**config.mk**
```make
export PLATFORM = sky130hd
export DESIGN_NAME = bresenham_line_sequencer
export DESIGN_NICKNAME = d
export VERILOG_FILES = /design/src/rtl/bresenham_line_sequencer.sv
export SDC_FILE = /design/constraint.sdc
export NUM_CORES = 1
export LEC_CHECK = 0
export ABC_AREA = 1
export CAP_MARGIN = 20
export CORE_UTILIZATION = 46
export CTS_BUF_LIST = sky130_fd_sc_hd__clkbuf_4
export DETAILED_ROUTE_END_ITERATION = 10
export PLACE_DENSITY = 0.82
export SETUP_SLACK_MARGIN = 0.5
export SLEW_MARGIN = 20
export SYNTH_ARGS = -nofsm -noshare
export SYNTH_HDL_FRONTEND = slang
export SYNTH_SLANG_ARGS = --single-unit
```
**constraint.sdc**
```tcl
create_clock -name clk -period 2.1 [get_ports clk]
set_input_delay 0.42 -clock clk [delete_from_list [all_inputs] [get_ports clk]]
set_output_delay 0.42 -clock clk [all_outputs]
set_load 0.05 [all_outputs]
```
**src/rtl/bresenham_line_sequencer.sv**
```systemverilog
// Edge sequencer in front of the Bresenham line drawer: latches up to three
// vertices and presents one line or the three edges of a triangle in turn.
module bresenham_line_sequencer (
  input  logic        clk,
  input  logic        n_rst,
  input  logic        bla_en,
  input  logic        vertice_num,
  input  logic [47:0] coordinates,
  input  logic        draw_done,
  output logic [7:0]  x0,
  output logic [7:0]  y0,
  output logic [7:0]  x1,
  output logic [7:0]  y1,
  output logic        draw_en,
  output logic        bla_done
);

  typedef enum logic [2:0] {
    IDLE,
    DRAW1,
    WAIT1,
    DRAW2,
    WAIT2,
    DRAW3,
    DONE,
    DONE_WAIT
  } state_t;

  state_t      state, state_nxt;
  logic [47:0] vtx;
  logic        tri_mode;
  logic [15:0] v0, v1, v2;

  // Each vertex is packed as {x, y}, so a whole vertex maps onto {xN, yN}.
  assign v0 = vtx[15:0];
  assign v1 = vtx[31:16];
  assign v2 = vtx[47:32];

  // n_rst is active-high despite its name.
  always_ff @(posedge clk or posedge n_rst) begin
    if (n_rst) begin
      state    <= IDLE;
      vtx      <= '0;
      tri_mode <= 1'b0;
    end else begin
      state <= state_nxt;
      if (state == IDLE && bla_en) begin
        vtx      <= coordinates;
        tri_mode <= vertice_num;
      end
    end
  end

  always_comb begin
    state_nxt = state;
    {x0, y0}  = '0;
    {x1, y1}  = '0;
    draw_en   = 1'b0;
    bla_done  = 1'b0;
    case (state)
      IDLE: if (bla_en) state_nxt = DRAW1;
      DRAW1: begin
        {x0, y0} = v0;
        {x1, y1} = v1;
        draw_en  = 1'b1;
        if (draw_done) state_nxt = WAIT1;
      end
      WAIT1: state_nxt = tri_mode ? DRAW2 : DONE;
      DRAW2: begin
        {x0, y0} = v0;
        {x1, y1} = v2;
        draw_en  = 1'b1;
        if (draw_done) state_nxt = WAIT2;
      end
      WAIT2: state_nxt = DRAW3;
      DRAW3: begin
        {x0, y0} = v1;
        {x1, y1} = v2;
        draw_en  = 1'b1;
        if (draw_done) state_nxt = DONE;
      end
      DONE: begin
        bla_done  = 1'b1;
        state_nxt = DONE_WAIT;
      end
      DONE_WAIT: state_nxt = IDLE;
      default: state_nxt = IDLE;
    endcase
  end

endmodule

```
== Word-level counts from Yosys, hierarchy flattened ==
Index checks and enable logic that the tools add are counted.

* Flip-flop bits (word level): 52
* Input port bits: 53
* Output and inout port bits: 34

* Equal/unequal tests: 11
* Muxes and demuxes: 12
* Reduce and logical (&&, ||, !) cells: 6

{| class="wikitable"
|+ Operators with widths
! cell !! count
|-
| $pmux 8 s2 || 4
|-
| $pmux 3 s8 || 1
|-
| $mux 3 || 5
|-
| $eq 3x3->1 const B || 4
|-
| $ne 2x2->1 const B || 4
|-
| $eq 3x2->1 const B || 2
|-
| $reduce_and 4->1 || 1
|-
| $reduce_or 2->1 || 2
|-
| $eq 3x1->1 const B || 1
|-
| $logic_not 3->1 || 1
|-
| $reduce_or 3->1 || 1
|-
| $mux 1 || 2
|-
| $logic_and 1x1->1 || 1
|}

== Logic depth before layout (Yosys ltp) ==
* Depth after elaboration: 3
* Mapped depth: 6
* Mapped depth without buffers: 6

== Least setup slack after synthesis ==
Ideal clock, no wire load.

* Kind: register to output
* From: register state[2]
* To: output x0[3]
* Arrival time: 2.096 ns
* Data required time: 1.680 ns
* Setup slack: -0.416 ns
* Cell stages (with the launch flop): 7
* Buffers on the path: 1
* Cells stage by stage: dfrtp_1 > inv_2 > nand3_1 > nand2_1 > inv_1 > buf_2 > o21ai_0

* Cells in the longest elaborated chain, start to end: 3
* Elaborated cells on any way between the ends: 5

{| class="wikitable"
|+ RTL lines
! element !! line !! RTL
|-
| from (decl) || 29 || <nowiki>state_t state, state_nxt;</nowiki>
|-
| from (signal assigned) || 46 || <nowiki>state <= state_nxt;</nowiki>
|-
| $eq 3x2->1 / $eq 3x1->1 (equally long branches) || 60 || <nowiki>case (state)</nowiki>
|-
| $reduce_or 2->1 (no source line) || - ||
|-
| $pmux 8 s2 (*) || 60 ||
|-
| to (decl) || 10 || <nowiki>output logic [7:0] x0,</nowiki>
|}

Every way passes the cells marked *; elsewhere a longest branch is shown, timed or not.

== Final worst setup path ==
* From: register state[2]
* To: output x1[2]

* Cells in the longest elaborated chain, start to end: 3
* Elaborated cells on any way between the ends: 5

{| class="wikitable"
|+ RTL lines
! element !! line !! RTL
|-
| $eq 3x3->1 / $eq 3x2->1 (equally long branches) || 60 ||
|-
| $reduce_or 2->1 (no source line) || - ||
|-
| $pmux 8 s2 (*) || 60 ||
|-
| to (decl) || 12 || <nowiki>output logic [7:0] x1,</nowiki>
|}

Marks and branches as above.

==> results.md <==
- Status: finished, violations left
- Failing checks: setup timing
- Slew headroom: 76.3%
- Worst EP arrival: 1.71 ns
- Die area: 5570 sq um
- Worst Skew: 0.0113 ns
- Critical Path RT: 1.68 ns
- CTS tree: done
- Count leader, synth: nand2_1
- Max Root-Sink Buffers: 2
- Inserted Clock Buffers: 5
- Total congestion overflow: 0
- Root buffer selected by CTS: clkbuf_4
- # hold bufs at CTS: 0
- Critical path type: reg2out
- # rows: 26
- Synth Flop Type: dfrtp_1
- Vias per std cell: 5.21
- Largest area contributor in the synthesized netlist: dfrtp_1
- Worst slew pin tran: 0.356 ns
- Tmin final: 2.13 ns
- Mapped Area: 2420 sq um
- Largest net degree at the start of global routing: 99
- Top cells by area, synth: dfrtp_1 (54%), o21ai_0 (10%), nand2_1 (9.9%)
- N_diodes: 0
- Top cell type's share of synthesized area: 53.7%
- Routed WL per cell: 16.6 um
- WL met1: 2960 um
- Worst-path clk slew: 0.14 ns
- Pre-Repair DR Iteration Count: 4
- Met3 wire len: 632 um
- Initial drt markers: 143
- Post-route setup slack: -0.0260 ns
- Metal2 WL: 4210 um
- GRT Util Overall: 27.0%
- Clock sink count: 52
- Worst Hold Class: in2async
- Post-synth top cells: nand2_1 (64), inv_1 (54), dfrtp_1 (52), o21ai_0 (50), nor2_1 (35)
- Syn nets: 366
- Initial antenna violation count: 0
- Die H: 74.6 um
- Die X: 74.6 um
- Worst-path fanout max: 8
- Seq/Total Area, Yosys: 53.7%
- Total routed wirelength: 7950 um
- Number of distinct standard cells referenced by the synthesized netlist: 15
- Seq cells post-synth: 52
- # port buffers: 86
- RSZ-0062 raised after global routing: true
- Filler cells: 283
- Antenna-violating nets left: 0
- Io pins: 87
- Post-Syn Instances: 313
- Synth warnings: 0
- Post-synth EDFFs: 0
- Element type at the critical path end: output port
- Syn Area/Cell: 7.75 sq um
- Pre-CTS setup slack: 0.119 ns
- Layout Nets: 463
- Area Growth Syn to Fin: 81.3%
- Via count: 2,503
- Fraction of registers with async set/reset: 100%
- DP HPWL: 4800 um
- Initial Utilization: 47.5%
- Total core area: 5110 sq um
- Max cap viols: 0
- Remaining DRCs: 0
- Vias in the first global route: 2,350
- GP Congestion: 0.786
- Count of pins over their slew limit: 0
- Setup violations, final: 15
- Final period utilization: 101%
- Share of cells above drive strength 1: 29.8%
- Max Clk Rate: 470 MHz
- H-tree Lvls: 2
- Worst setup SP type: register
- First-pass GRT wire length: 11,000 um
- Top routing layer in use: met4
- Worst skew pair latency: 0.37 ns
- Final hold violation count: 0
[cell type report]
type                            instances  area (sq um)  share of cell area (%)
Tap cell                               70          87.6                    1.99
Clock inverter                          2          7.51                   0.171
Timing Repair Buffer                  104          1400                    31.8
Multi-Input combinational cell        192          1330                    30.3
Clock buffer                            5          37.5                   0.854
Inverter                               55           228                    5.18
Sequential cell                        52          1300                    29.6
[final timing paths]
kind | depth (start not counted) | start | end | slack (ns)
worst max-delay path | 7 | state[2]$_DFFE_PP0P_ | x1[2] | -0.03
worst min-delay path | 3 | n_rst | vtx[37]$_DFFE_PP0P_ | 0.44
worst max register to register | 7 | state[1]$_DFFE_PP0P_ | vtx[15]$_DFFE_PP0P_ | 0.53
worst min register to register | 2 | vtx[42]$_DFFE_PP0P_ | vtx[42]$_DFFE_PP0P_ | 0.52
max in group asynchronous | 3 | n_rst | state[0]$_DFFE_PP0P_ | 1.41
min in group clk | 2 | vtx[42]$_DFFE_PP0P_ | vtx[42]$_DFFE_PP0P_ | 0.52
[metrics by stage]
stage / std cells / util, % / hold WS, ns / setup TNS, ns / cell area [sq um]
2_1_floorplan: 313 / - / 0.453 / 0 / 2730
3_3_place_gp: 460 / 77.8 / 0.465 / 0 / 3970
3_5_place_dp: 460 / 77.8 / 0.474 / 0 / 3970
4_1_cts: 478 / 83.5 / 0.456 / 0 / 4270
5_1_grt: 480 / 86.1 / 0.471 / -1.82 / 4400
6_report: 480 / 86.1 / 0.444 / -0.269 / 4400
[state kept, by name, summed over array words and instances, names as in the netlist]
signal	cells
tri_mode	1
vtx	48
state	3
[worst max-delay path: stages, from the launching register on]
cell and delay, ns:
dfrtp_1 0.48, inv_4 0.15, nand3_4 0.12, o21ai_4 0.12
buf_12 0.18, nand2_2 0.07, o21ai_4 0.07, buf_12 0.15
[cells by family (layout without fill, tap and decap cells)]
group / Yosys count / in the layout / share of synthesized area, %
flops: 52 / 52 / 53.7
simple gates: 108 / 108 / 17.6
buf+inv: 69 / 166 / 11.2
compound gates: 84 / 84 / 17.5
[cells in the final DEF (no fill, tap or decap), types with 2 or more instances in the layout]
| master | instances |
|---|---|
| a21oi_1 | 33 |
| buf_12 | 35 |
| buf_4 | 9 |
| buf_6 | 5 |
| buf_8 | 2 |
| clkbuf_4 | 5 |
| clkdlybuf4s50_1 | 52 |
| clkinv_1 | 2 |
| dfrtp_1 | 51 |
| inv_1 | 50 |
| inv_4 | 2 |
| nand2_1 | 44 |
| nand2_2 | 13 |
| nand2_4 | 7 |
| nand3_1 | 3 |
| nand3_4 | 3 |
| nor2_1 | 34 |
| nor2_4 | 2 |
| o21ai_0 | 18 |
| o21ai_2 | 2 |
| o21ai_4 | 31 |
[routing by layer]
layer / up-vias / track usage, %
li1: 1164 / -
met1: 1198 / 32.0
met2: 123 / 46.3
met3: 18 / 8.27
met4: 0 / 9.64
met5: - / 0
[what timing repair did]
| item | in CTS | in global routing |
|---|---|---|
| resized for setup | 47 | 24 |
| pin swaps | 4 | 4 |
| setup endpoints to repair | 34 | 77 |
| cloned | 1 | 2 |
| buffers inserted | 10 | 0 |
Power is not shown: default switching activity piles up to over one toggle a cycle in this logic, so the estimate is an artifact.
